`src/rtl/seg_display_driver_pkg.sv`:
```
// seg_display_driver_pkg: shared FSM states, digit count and 7-segment glyph lookup
package seg_display_driver_pkg;
  typedef enum logic [1:0] {IDLE, CONV, COMMIT} state_t;
  localparam int NUM_DIGITS = 3;
  localparam logic [16*7-1:0] GLYPHS = {7'h71, 7'h79, 7'h5E, 7'h39, 7'h7C, 7'h77, 7'h6F, 7'h7F,
                                        7'h07, 7'h7D, 7'h6D, 7'h66, 7'h4F, 7'h5B, 7'h06, 7'h3F};
  function automatic logic [6:0] glyph(input logic [3:0] d);
    return GLYPHS[d*7 +: 7];
  endfunction
endpackage

```
`src/rtl/seg_display_driver_if.sv`:
```
// seg_display_driver_if: valid/ready result-word handshake into the display driver
interface seg_display_driver_if;
  logic [7:0] value;
  logic       value_valid;
  logic       dec_mode;
  logic       ready;
  modport master (output value, value_valid, dec_mode, input ready);
  modport slave  (input value, value_valid, dec_mode, output ready);
endinterface

```
`src/rtl/seg_display_driver_bin2bcd_serial.sv`:
```
// bin2bcd_serial: 8-step serial double-dabble; done flags the edge that performs the final step
module bin2bcd_serial (
  input  logic        clock,
  input  logic        reset,
  input  logic        start,
  input  logic [7:0]  bin,
  output logic [11:0] bcd,
  output logic        done
);
  logic [7:0]  sr;
  logic [2:0]  cnt;
  logic        busy;
  logic [11:0] adj;
  always_comb begin
    adj = bcd;
    for (int n = 0; n < 3; n++)
      adj[4*n +: 4] = (bcd[4*n +: 4] >= 4'd5) ? bcd[4*n +: 4] + 4'd3 : bcd[4*n +: 4];
  end
  assign done = busy && cnt == 3'd7;
  always_ff @(posedge clock or posedge reset) begin
    if (reset) begin
      sr   <= '0;
      bcd  <= '0;
      cnt  <= '0;
      busy <= 1'b0;
    end else if (start) begin
      sr   <= bin;
      bcd  <= '0;
      cnt  <= '0;
      busy <= 1'b1;
    end else if (busy) begin
      {bcd, sr} <= {adj[10:0], sr, 1'b0};
      cnt       <= cnt + 3'd1;
      busy      <= !done;
    end
  end
endmodule

```
`src/rtl/seg_display_driver.sv`:
```
// seg_display_driver: accepts a result word, converts to hex/decimal digits and
// scans them onto a shared 7-segment bus with one-hot digit enables
module seg_display_driver
  import seg_display_driver_pkg::*;
#(
  parameter int REFRESH_DIV = 1024
) (
  input  logic                  clock,
  input  logic                  reset,
  seg_display_driver_if.slave   bus,
  input  logic                  lzb,
  output logic [6:0]            seg,
  output logic [NUM_DIGITS-1:0] dig_en
);
  localparam int RW = $clog2(REFRESH_DIV + 1);
  localparam logic [RW-1:0] RMAX = RW'(REFRESH_DIV - 1);
  state_t      state, state_n;
  logic [7:0]  val_q;
  logic        dec_q;
  logic [11:0] sh;
  logic        sh_dec;
  logic [1:0]  scan;
  logic [RW-1:0] rcnt;
  logic [11:0] bcd;
  logic        done;
  logic        accept;
  logic [3:0]  digit;
  logic        blank;
  assign bus.ready = state == IDLE;
  assign accept    = bus.ready && bus.value_valid;
  bin2bcd_serial u_conv (
    .clock (clock),
    .reset (reset),
    .start (accept),
    .bin   (bus.value),
    .bcd   (bcd),
    .done  (done)
  );
  always_comb begin
    state_n = (state == IDLE && accept) ? CONV   :
              (state == CONV && done)   ? COMMIT :
              (state == COMMIT)         ? IDLE   : state;
  end
  always_ff @(posedge clock or posedge reset) begin
    if (reset) state <= IDLE;
    else       state <= state_n;
  end
  always_ff @(posedge clock or posedge reset) begin
    if (reset) begin
      val_q  <= '0;
      dec_q  <= 1'b0;
      sh     <= '0;
      sh_dec <= 1'b0;
    end else begin
      if (accept) begin
        val_q <= bus.value;
        dec_q <= bus.dec_mode;
      end
      if (state == COMMIT) begin
        sh     <= dec_q ? bcd : {4'h0, val_q};
        sh_dec <= dec_q;
      end
    end
  end
  // hex shadow keeps hundreds at zero, so digit1 blanking reduces to the dec rule
  assign digit = scan == 2'd0 ? sh[3:0] : scan == 2'd1 ? sh[7:4] : sh[11:8];
  assign blank = scan == 2'd2 ? (!sh_dec || (lzb && sh[11:8] == 4'h0)) :
                 scan == 2'd1 ? (lzb && sh[7:4] == 4'h0 && sh[11:8] == 4'h0) : 1'b0;
  always_ff @(posedge clock or posedge reset) begin
    if (reset) begin
      rcnt   <= '0;
      scan   <= '0;
      seg    <= '0;
      dig_en <= '0;
    end else begin
      rcnt   <= rcnt == RMAX ? '0 : rcnt + 1'b1;
      scan   <= rcnt != RMAX ? scan : scan == 2'd2 ? 2'd0 : scan + 2'd1;
      seg    <= blank ? 7'h00 : glyph(digit);
      dig_en <= 3'b001 << scan;
    end
  end
endmodule

```
`src/flat_wrapper.sv`:
```
// flat-port wrapper written by rule: the top's interface ports become plain ports
module seg_display_driver_flat import seg_display_driver_pkg::*;
#(
  parameter int REFRESH_DIV = 1024
)
  (clock, reset, lzb, seg, dig_en, bus_value, bus_value_valid, bus_dec_mode, bus_ready);
  seg_display_driver_if bus_i ();
  input  logic clock;
  input  logic reset;
  input  logic lzb;
  output logic [6:0] seg;
  output logic [NUM_DIGITS-1:0] dig_en;
  input wire logic [$bits(bus_i.value)-1:0] bus_value;
  input wire logic [$bits(bus_i.value_valid)-1:0] bus_value_valid;
  input wire logic [$bits(bus_i.dec_mode)-1:0] bus_dec_mode;
  output wire logic [$bits(bus_i.ready)-1:0] bus_ready;
  assign bus_i.value = bus_value;
  assign bus_i.value_valid = bus_value_valid;
  assign bus_i.dec_mode = bus_dec_mode;
  assign bus_ready = bus_i.ready;
  seg_display_driver #(.REFRESH_DIV(REFRESH_DIV)) u_core (.clock(clock), .reset(reset), .bus(bus_i), .lzb(lzb), .seg(seg), .dig_en(dig_en));
endmodule
```
`config.mk`:
```
export PLATFORM = sky130hd
export DESIGN_NAME = seg_display_driver_flat
export DESIGN_NICKNAME = d
export VERILOG_FILES = /design/src/rtl/seg_display_driver_pkg.sv /design/src/rtl/seg_display_driver_if.sv /design/src/rtl/seg_display_driver_bin2bcd_serial.sv /design/src/rtl/seg_display_driver.sv /design/src/flat_wrapper.sv
export SDC_FILE = /design/constraint.sdc
export NUM_CORES = 1
export LEC_CHECK = 0
export ABC_AREA = 1
export BUFFER_PORTS_ARGS = -buffer_cell sky130_fd_sc_hd__buf_2
export CAP_MARGIN = 20
export CORE_UTILIZATION = 37
export DETAILED_ROUTE_END_ITERATION = 6
export GPL_TIMING_DRIVEN = 0
export HOLD_SLACK_MARGIN = 0.05
export PLACE_DENSITY_LB_ADDON = 0.08
export SLEW_MARGIN = 5
export SYNTH_ARGS = -nofsm -noshare
export SYNTH_HDL_FRONTEND = slang
export SYNTH_SLANG_ARGS = --single-unit
```
`constraint.sdc`:
```
create_clock -name clock -period 1.8 [get_ports clock]
set_input_delay 0.09 -clock clock [delete_from_list [all_inputs] [get_ports clock]]
set_output_delay 0.09 -clock clock [all_outputs]
set_load 0.02 [all_outputs]
```
==> Word-level counts from Yosys, hierarchy flattened <==
Index checks and enable logic that the tools add are counted.
{ "word_totals": {"ff_bits": 71, "in_bits": 13, "out_inout_bits": 11, "elab_cells": 70} }
{ "op_classes": {"n_addsub": 6, "multipliers": 1, "order_cmp": 3, "eq_ne": 7, "shift": 2, "mux": 22, "reduce_logical": 16} }
{ "op_table": {"columns": ["operator", "n"], "rows": [
  ["$shiftx A112 B8 Y7 const A", 1],
  ["$mux W12", 3],
  ["$mux W4", 4],
  ["$mux W8", 2],
  ["$ge A4 B3 Y1 const B", 3],
  ["$add A11 B1 Y11 const B", 1],
  ["$eq A11 B10 Y1 const B", 1],
  ["$mux W11", 1],
  ["$ne A11 B10 Y1 const B", 1],
  ["$mux W3", 3],
  ["$add A4 B2 Y4 const B", 2],
  ["$logic_not A4 Y1", 2],
  ["$mux W2", 4],
  ["$logic_and A1 B1 Y1", 7],
  ["$mul A4 B3 Y7 const B", 1],
  ["$mux W7", 1],
  ["$eq A2 B1 Y1 const B", 2],
  ["$eq A2 B2 Y1 const B", 2],
  ["$logic_not A2 Y1", 2],
  ["$mux W1", 4],
  ["$add A3 B1 Y3 const B", 1],
  ["$add A3 B2 Y3 const B", 1],
  ["$eq A3 B3 Y1 const B", 1],
  ["$reduce_bool A3 Y1", 1],
  ["5 further kinds", 6]
]} }

==> Depth between registers and ports, before layout <==
Gate-level depths: netlist (run 1).
{ "logic_depth": {"word_depth": 6, "depth_mapped": 11, "mapped_depth_nobuf": 11} }

==> Cells and area by module <==
Synthesis (run 1) repeated with hierarchy kept, for this count alone.
{ "unflattened": {"hier_cells": 440, "area_unflattened_um2": 3708.6} }
{ "modules_own_cells": {"columns": ["module", "instances", "cells_per_inst", "area_each_um2", "seq_area_each_um2"], "rows": [
  ["seg_display_driver", 1, 278, 2298.5, 1176.1],
  ["bin2bcd_serial", 1, 162, 1410.1, 600.6]
]} }

==> Least setup slack after synthesis (run 1) <==
No wires, ideal clock.
{ "synth_timing": {"kind": "register -> register", "startpoint": "register u_core.scan[1]", "endpoint": "register u_core.seg[3]", "setup_time_ps": 119, "arrival_ps": 1457, "t_required_ps": 1681, "slack_ps": 224, "stages_incl_launch_ff": 11, "n_path_buf": 0, "period_less_slack_ps": 1576, "path_cell_list": "dfrtp_1 nor2_2 nand2_1 nand3_1 inv_1 ha_1 inv_1 nand2_1 nand3_1 nand2_1 nor2_1"} }
{ "synth_between": {"elab_chain_cells": 6, "elab_cells_between_ends": 10, "cone_classes": "mul (1); eq/ne (2); shift (1); mux (5); reduce/logical (1)"} }
{ "synth_rtl": {"columns": ["element", "line_no", "source"], "rows": [
  ["from (decl)", "seg_display_driver.sv:22", "logic [1:0] scan;"],
  ["from (signal assigned)", "seg_display_driver.sv:77", "scan <= rcnt != RMAX ? scan : scan == 2'd2 ? 2'd0 : scan + 2'd1;"],
  ["$eq A2 B1 Y1", "seg_display_driver.sv:66, seg_display_driver.sv:68", null],
  ["$mux W4 (2 in a row)", "seg_display_driver.sv:66", "assign digit = scan == 2'd0 ? sh[3:0] : scan == 2'd1 ? sh[7:4] : sh[11:8];"],
  ["$mul A4 B3 Y7", "seg_display_driver_pkg.sv:8", "return GLYPHS[d*7 +: 7];"],
  ["$shiftx A112 B8 Y7", "seg_display_driver_pkg.sv:8", null],
  ["$mux W7 (*)", "seg_display_driver.sv:78", "seg <= blank ? 7'h00 : glyph(digit);"],
  ["to (signal assigned)", "seg_display_driver.sv:78", null],
  ["to (decl)", "seg_display_driver.sv:12", "output logic [6:0] seg,"]
]} }
Every way passes the cells marked *; elsewhere a longest branch is shown, timed or not.
A chain may end at the register's enable or synchronous reset.

==> Worst setup path after layout (run 1) <==
{ "layout_timing": {"startpoint": "register u_core.scan[1]", "endpoint": "register u_core.seg[0]"} }
The elaborated chain is that of the path after synthesis.

==> Implementation_results.wiki, run 1 <==
{| class="wikitable"
! Metric !! Value
|-
| Pin count of the biggest net entering global routing || 27
|-
| Placement Setup Slack || -0.009990 ns
|-
| Number of setup violations in the final report || 0
|-
| Portion of the clock cycle consumed by the worst path in the final layout || 91.79%
|-
| Class of the most critical setup path || reg -> reg
|-
| Area of combinational cells with multiple inputs || 1450 µm²
|-
| Net count reported at finish || 480
|-
| Average wire length per cell after detail routing || 12.81 µm
|-
| Worst-margin pin slew || 0.5439 ns
|-
| IO buf count || 23
|-
| Category of the worst setup path capture point || flip-flop
|-
| Total track usage || 16.37%
|-
| Post-synthesis sequential area ratio || between 50 and 60%
|-
| Number of inserted diodes || 0
|-
| Average instance area after synthesis || 8.498 µm²
|-
| Minimum setup slack in the final design || 0.1477 ns
|-
| Flip-flop and latch count after synthesis || 71
|-
| Min Tclk post-route || 1.652 ns
|-
| Top fanout value on the critical path || 7
|-
| HPWL after DPL || 5202 µm
|-
| Number of sinks handled by clock tree synthesis || 71
|-
| Via count of the first global-routing pass || 2633
|-
| Wire length of the first global-routing pass || around 12000 µm
|-
| Pre-Repair DR Iteration Count || 6
|-
| Synthesis Warnings || 0
|-
| Root buffer selected by CTS || clkbuf_8
|-
| Worst Skew || 0.01063 ns
|-
| Weighted congestion at the end of routability-driven global placement || 0.7977
|-
| Path type of the worst min-delay path || in -> reg
|-
| Most used standard cells in the synthesized netlist || 96 x nand2_1, 71 x dfrtp_1, 51 x inv_1
|-
| Clock tree from TritonCTS || yes
|-
| DRC violation count after routing || 2
|-
| Core area || 8848 µm²
|-
| Library cell with the largest summed area after synthesis || dfrtp_1
|-
| Total grt overflow || 0
|-
| Number of fill cells || 873
|-
| Relative slew slack || 63.66%
|-
| Number of slew-limit violations in the final report || 0
|-
| Antenna violations before repair || 0
|-
| Via density per instance || roughly 4.7
|-
| Maximum vdd ir drop || 678.7 µV
|-
| Initial drt markers || 105
|-
| Core Rows || 34
|-
| Number of cells produced by synthesis || 404
|-
| Number of buffers on the longest clock path || 2
|-
| Count of flip-flops with a built-in enable after synthesis || 0
|-
| Outcome || finished with violations
|-
| Starting Density || roughly two fifths
|-
| Maximum Capacitance Violations || 0
|-
| Source-to-sink clock delay at the later pin of the worst-skew pair || 0.34 ns
|-
| Syn Nets || between 400 and 500
|-
| Reg clk slew, reported paths || 0.08 ns
|-
| Static Leakage || 2.138 nW
|-
| Via count || around 2700
|-
| Layout overhead on the synthesized area || 21.06%
|-
| Combined area of all synthesized cells || 3433 µm²
|-
| P per Cell Area || 1590 nW/µm²
|-
| FF+latch area || roughly 1800 µm²
|-
| Most frequently used flop master after synthesis || dfrtp_1
|-
| Upper clock frequency limit || 605.2 MHz
|-
| Share of final-layout standard cells stronger than drive strength 1 || about 17%
|-
| Leading cell types by total area after synthesis || dfrtp_1 52%, nand2_1 10%, o21ai_0 6.9%
|-
| Async set or reset register ratio after synthesis || between 90% and 100%
|-
| Count of cell types in the netlist || 25
|-
| Final number of hold-violating endpoints || 0
|-
| Most used standard cell by instance count after synthesis || nand2_1
|-
| Post-DRT Antenna Nets || 0
|-
| Setup repair after global routing missed its margin || false
|-
| IO Pins || 24
|-
| Share of the synthesized area in the top cell type || between 50% and 60%
|-
| Post-detailed-routing wire length || 7240 µm
|-
| H-Tree Level Count || 3
|-
| Final hold slack || around 0.23 ns
|-
| Die height || 98.33 µm
|-
| Critical Path Source Type || flip-flop
|-
| Number of buffers created by CTS || 9
|-
| Floorplan die width || a little under 100 µm
|-
| Die outline area || 9669 µm²
|-
| Violated checks || DRC
|-
| Required time of the worst setup path || 2.03 ns
|-
| Data arrival time at the worst-slack endpoint || ~1.9 ns
|}
## path summary, 6_finish.rpt
check                                            from  slack, ns  cells after the start                          endpoint
min                                   bus_value_valid       0.23                      5   u_core.u_conv.sr[1]$_DFFE_PP0P_
max in group asynchronous                       reset       0.95                      4  u_core.u_conv.cnt[0]$_DFFE_PP0P_
max                        u_core.scan[1]$_DFFE_PP0N_       0.15                      9           u_core.seg[0]$_DFF_PP0_
min in group asynchronous                       reset       0.34                      3          u_core.sh[5]$_DFFE_PP0P_
min reg2reg                 u_core.rcnt[10]$_DFF_PP0_       0.47                      2         u_core.rcnt[10]$_DFF_PP0_
max reg2reg                u_core.scan[1]$_DFFE_PP0N_       0.15                      9           u_core.seg[0]$_DFF_PP0_
## power by group
part           switching [mW]  total [mW]  internal, mW
clock network           0.627        1.69          1.07
registers               0.289        2.45          2.16
logic                    1.59        2.47         0.881
total                    2.50        6.61          4.11
## layer usage
metal	track usage, %	share of wire, %	up-vias
li1	-	-	1396
met1	20.99	49	1233
met2	27.74	48	36
met3	3.651	2.6	8
met4	4.822	1.1	0
met5	0	0	-
## registers in the layout (all words and copies together), names as in the netlist
signal / count
u_core.dec_q: 1
u_core.sh_dec: 1
u_core.seg: 7
u_core.u_conv.busy: 1
u_core.sh: 12
u_core.state: 2
u_core.u_conv.sr: 8
u_core.scan: 2
u_core.u_conv.bcd: 12
u_core.rcnt: 11
u_core.u_conv.cnt: 3
u_core.dig_en: 3
u_core.val_q: 8
## layout by cell type, fill, tap and decap left out, drive strengths merged, types with 4 or more instances in the layout
cell,netlist,final
dfrtp,71,71
or2,6,6
bufinv,0,4
inv,57,56
dlygate4sd3,0,10
a21oi,18,18
xor2,8,8
nor2,32,32
ha,15,15
nand2,97,97
nand3,21,21
o211ai,9,9
o21ai,47,47
clkbuf,4,13
o22ai,9,9
buf,4,31
## metrics by stage
| stage | TNS, ns | cells | utilization (%) | power [mW] | instance area (µm²) |
|---|---|---|---|---|---|
| 2_1_floorplan | 0 | 404 | - | 4.247 | 3437 |
| 3_3_place_gp | -0.08900 | 535 | 41.67 | 4.840 | 3687 |
| 3_5_place_dp | -0.01472 | 537 | 42.12 | 4.896 | 3727 |
| 4_1_cts | 0 | 563 | 46.44 | 6.635 | 4109 |
| 5_1_grt | 0 | 565 | 46.97 | 7.132 | 4156 |
| 6_report | 0 | 565 | 46.97 | 6.608 | 4156 |
## kinds of logic (layout without fill, tap and decap cells)
| kind of cell | Yosys count | after routing | share of synthesized area (%) |
|---|---|---|---|
| flip-flops | 71 | 71 | 51.75 |
| adder cells (fa/ha/maj) | 15 | 15 | 5.466 |
| AO/OA/AOI/OAI | 84 | 84 | 13.30 |
| XOR/XNOR | 8 | 8 | 2.041 |
| buffers and inverters | 65 | 118 | 7.252 |
| AND/OR/NAND/NOR | 161 | 161 | 20.19 |
## final cells by class
type / instances / area share, %
Clock buffer: 9 / 2.980
Inverter: 57 / 5.238
Timing Repair Buffer: 37 / 6.502
Sequential cell: 71 / 42.81
Buffer: 8 / 0.8429
Tap cell: 108 / 3.251
Clock inverter: 7 / 3.492
Multi-Input combinational cell: 268 / 34.89
## worst max-delay path: stages, from the launching register on
cell	delay, ns
dfrtp_2	0.49
inv_2	0.12
nand3_1	0.12
nand3_2	0.15
ha_2	0.22
inv_1	0.06
a21oi_1	0.21
nand2_1	0.08
nand2_1	0.06
nor2_1	0.04
## what timing repair did
item / in CTS / in global routing
setup buffers: 0 / 2
hold endpoints to repair: 31 / 0
hold buffers: 10 / 0
pin swaps: 0 / 2
endpoints found under the setup margin: 4 / 11
resized for setup: 4 / 10
Power figures use the tool's default switching activity.
==> run 2: changes to the inputs <==
--- a/config.mk
+++ b/config.mk
@@ -5,7 +5,6 @@
 export SDC_FILE = /design/constraint.sdc
 export NUM_CORES = 1
 export LEC_CHECK = 0
-export ABC_AREA = 1
 export BUFFER_PORTS_ARGS = -buffer_cell sky130_fd_sc_hd__buf_2
 export CAP_MARGIN = 20
 export CORE_UTILIZATION = 37
==> run 2 against run 1 <==
  * The run ends with setup timing left
  * Final cell count down 11%
  * Maximum frequency down 9.9%
  * Worst hold slack worse by 0.026 ns
  * Critical path depth decreased by 1
  * Area after synthesis up 1.4%
  * Non-clock buffer count rose by 14
  * Sequential power grew 3%
  * Core utilization decreased by 0.24 points
  * Via count down 9.5%
  * Clock skew decreased by 0.0049 ns
==> Implementation_results.wiki, run 2 <==
{| class="wikitable"
! Metric !! Value
|-
| Portion of the clock cycle consumed by the worst path in the final layout || 101.9% (+10 points)
|-
| Number of slew-limit violations in the final report || 0 (unchanged)
|-
| Worst-margin pin slew || 0.6257 ns (+0.08182 ns)
|-
| Pin count of the biggest net entering global routing || 28 (+3.7%)
|-
| Initial drt markers || 42 (-60%)
|-
| Reg clk slew, reported paths || 0.07 ns (about the same)
|-
| Min Tclk post-route || 1.834 ns (+0.1815 ns)
|-
| Syn Nets || 361 (-16%)
|-
| Non-filler instance count after layout || 503 (-11%)
|-
| Wire length of the first global-routing pass || 12100 µm (-3.2%)
|-
| Library cell with the largest summed area after synthesis || dfrtp_1
|-
| Number of setup violations in the final report || 2 (+2)
|-
| Number of buffers on the longest clock path || 2 (unchanged)
|-
| Count of placed standard cells including taps || 469 (-13%)
|-
| Synthesis Warnings || 0 (unchanged)
|-
| Class of the most critical setup path || reg -> reg
|-
| Combined area of all synthesized cells || 3482 µm² (+1.4%)
|-
| Die height || 99.01 µm (+0.69%)
|-
| Final number of hold-violating endpoints || 0 (unchanged)
|-
| Path type of the worst min-delay path || in -> reg
|-
| Floorplan die width || 99.01 µm (+0.69%)
|-
| Most used standard cell by instance count after synthesis || dfrtp_1
|-
| Via count of the first global-routing pass || 2506 (-4.8%)
|-
| Total internal power || 4.261 mW (+3.8%)
|-
| Share of final-layout standard cells stronger than drive strength 1 || 20.92% (+3.9 points)
|-
| Worst Reg-to-Reg Cells || 8 (-1)
|-
| Total track usage || 15.99% (-0.39 points)
|-
| Net switching share of the total power || 35.83% (-2.0 points)
|-
| Largest regs || u_core.sh x12, u_core.u_conv.bcd x12, u_core.rcnt x11
|-
| Flip-flop and latch count after synthesis || 71 (unchanged)
|-
| Post-detailed-routing wire length || 6802 µm (-6.0%)
|-
| Source-to-sink clock delay at the later pin of the worst-skew pair || 0.35 ns (about the same)
|-
| Post-DRT Antenna Nets || 0 (unchanged)
|-
| Hold Path End || u_core.seg[3]$_DFF_PP0_
|-
| Number of sinks handled by clock tree synthesis || 71 (unchanged)
|-
| Required time of the worst setup path || 2.08 ns (+0.05 ns)
|-
| Maximum Capacitance Violations || 0 (unchanged)
|-
| Net count reported at finish || 415 (-14%)
|-
| Maximum vdd ir drop || 580.7 µV (-14%)
|-
| Number of inserted diodes || 0 (unchanged)
|-
| Static Leakage || 2.010 nW (-6.0%)
|-
| Die outline area || 9803 µm² (+1.4%)
|-
| Average wire length per cell after detail routing || 13.52 µm (+5.5%)
|-
| Core area || 9196 µm² (+3.9%)
|-
| Most frequent standard cell in the layout excluding fill and tap cells || dfrtp_1
|-
| Post-synthesis sequential area ratio || 51.02% (-0.73 points)
|-
| Number of fill cells || 894 (+2.4%)
|-
| Relative slew slack || 58.29% (-5.4 points)
|-
| Starting Density || 37.86% (-0.94 points)
|-
| Root buffer selected by CTS || clkbuf_8
|-
| Most used standard cells in the synthesized netlist || 71 x dfrtp_1, 60 x nand2_1, 30 x mux2i_1
|-
| Hold depth || 4 (-1)
|-
| R2r endpoint || u_core.seg[3]$_DFF_PP0_
|-
| HPWL after DPL || 4833 µm (-7.1%)
|-
| Via density per instance || 4.807 (+1.6%)
|-
| FF-to-FF setup slack || -0.03 ns (-0.18 ns)
|-
| Category of the worst setup path capture point || flip-flop
|-
| Final-layout setup total negative slack || -0.05290 ns (-0.05290 ns)
|-
| Layout overhead on the synthesized area || 23.43%
|-
| Sequential fraction of design power || 38.1% (+1.0 points)
|-
| Weighted congestion at the end of routability-driven global placement || 0.7173 (-10%)
|-
| P per Cell Area || 1545 nW/µm² (-2.8%)
|-
| Most frequently used flop master after synthesis || dfrtp_1
|-
| Async set or reset register ratio after synthesis || 100.0% (unchanged)
|-
| Critical Path Source Type || flip-flop
|-
| Pre-Repair DR Iteration Count || 4 (-2)
|-
| Leading cell types by total area after synthesis || dfrtp_1 51%, mux2i_1 8.6%, nand2_1 6.5%
|-
| Upper clock frequency limit || 545.3 MHz (-9.9%)
|-
| Number of cells produced by synthesis || 333 (-18%)
|-
| RR Startpoint || u_core.scan[0]$_DFFE_PP0N_
|-
| Outcome || finished with violations
|-
| Number of buffers created by CTS || 9 (unchanged)
|-
| IO buf count || 23 (unchanged)
|-
| Count of cell types in the netlist || 39 (+56%)
|-
| DRC violation count after routing || 0 (-2)
|-
| Clock power share || 23.5% (-2.1 points)
|-
| Clock tree from TritonCTS || yes
|-
| Data arrival time at the worst-slack endpoint || 2.11 ns (+0.23 ns)
|-
| Count of flip-flops with a built-in enable after synthesis || 0 (unchanged)
|-
| Minimum setup slack in the final design || -0.03377 ns (-0.1815 ns)
|-
| Via count || 2418 (-9.5%)
|-
| H-Tree Level Count || 3 (unchanged)
|-
| Core Rows || 35 (+2.9%)
|-
| Average instance area after synthesis || 10.46 µm² (+23%)
|-
| Setup repair after global routing missed its margin || true
|-
| Placement Setup Slack || -0.3110 ns (-0.3010 ns)
|-
| Antenna violations before repair || 0 (unchanged)
|-
| Top fanout value on the critical path || 7 (unchanged)
|-
| IO Pins || 24 (unchanged)
|-
| Share of the synthesized area in the top cell type || 51.02% (-0.73 points)
|-
| Total grt overflow || 0 (unchanged)
|-
| Worst Skew || 0.005746 ns (-0.004888 ns)
|-
| Violated checks || setup timing
|-
| Switching Power || 2.379 mW (-4.9%)
|-
| Most frequent cells in the layout || 71 x dfrtp_1, 60 x nand2_1, 29 x mux2i_1
|-
| Fraction of power consumed by combinational cells || 38.5% (+1.2 points)
|-
| Min-delay src || lzb
|}
## run 2: kinds of logic (layout without fill, tap and decap cells)
group	Yosys count	count (layout)	share of synthesized area [%]
xor gates and xnor gates	16	16	4.024
AOI/OAI and AO/OA	53	53	9.199
muxes	38	38	12.07
and+or+nand+nor	112	112	14.48
buffers and inverters	28	87	3.809
adders and majority gates	15	15	5.390
DFF	71	71	51.02
## run 2: critical path: stages (launching register included)
cell and delay, ns:
dfrtp_1 0.38, buf_6 0.13, mux2_4 0.31, mux2i_4 0.22, buf_6 0.14, ha_4 0.19, a21o_1 0.16, a2bb2oi_1 0.13
nor2_1 0.11
## run 2: power groups by stage
stage,clock network (mW),registers (mW),logic (mW)
3_3_place_gp,0,2.55,2.34
5_1_grt,1.67,2.61,2.93
4_1_cts,1.60,2.54,2.48
6_report,1.56,2.53,2.55
3_5_place_dp,0,2.56,2.38
2_1_floorplan,0,2.53,1.82
## run 2: layer usage
layer	part of all wire, %	global-route usage, %	vias to the layer above	wire length, µm
met1	48	19.98	1143	3256
met4	1.0	4.133	0	71
met5	0	0	-	0
li1	-	-	1241	-
met3	3.3	4.965	5	227
met2	48	26.84	29	3247
## run 2: per-stage QoR
stage | total power [mW] | cell area [µm²] | util [%] | hold WS [ns]
2_1_floorplan | 4.345 | 3498 | - | 0.1954
3_3_place_gp | 4.892 | 3752 | 40.80 | 0.3054
3_5_place_dp | 4.944 | 3792 | 41.24 | 0.1471
4_1_cts | 6.616 | 4220 | 45.89 | 0.2165
5_1_grt | 7.203 | 4298 | 46.73 | 0.2242
6_report | 6.640 | 4298 | 46.73 | 0.2061
## run 2: final cells by class
class                           count  area [µm²]  share of cell area (%)
Multi-Input combinational cell    234        1669                   38.84
Clock inverter                      6       107.6                   2.504
Buffer                             16       91.34                   2.125
Tap cell                          111       138.9                   3.231
Timing Repair Buffer               43       325.3                   7.569
Sequential cell                    71        1777                   41.34
Clock buffer                       10       137.6                   3.202
Inverter                           12       51.30                   1.194
## run 2: what timing repair did
item / 4_1_cts / 5_1_grt
hold buffers: 11 / 0
pin swaps: 3 / 7
endpoints found under the hold margin: 38 / 0
resized for setup: 10 / 18
setup endpoints to repair: 7 / 25
buffers inserted: 5 / 2
## run 2: worst max-delay path by stage
stage	from	end	slack (ns)
5_1_grt	u_core.scan[0]$_DFFE_PP0N_	u_core.seg[3]$_DFF_PP0_	-0.11
4_1_cts	u_core.scan[0]$_DFFE_PP0N_	u_core.seg[0]$_DFF_PP0_	-0.05
3_5_place_dp	u_core.scan[0]$_DFFE_PP0N_	u_core.seg[0]$_DFF_PP0_	-0.31
3_3_place_gp	u_core.scan[0]$_DFFE_PP0N_	u_core.seg[2]$_DFF_PP0_	-0.30
2_1_floorplan	u_core.scan[0]$_DFFE_PP0N_	u_core.seg[2]$_DFF_PP0_	0.008
6_report	u_core.scan[0]$_DFFE_PP0N_	u_core.seg[3]$_DFF_PP0_	-0.03
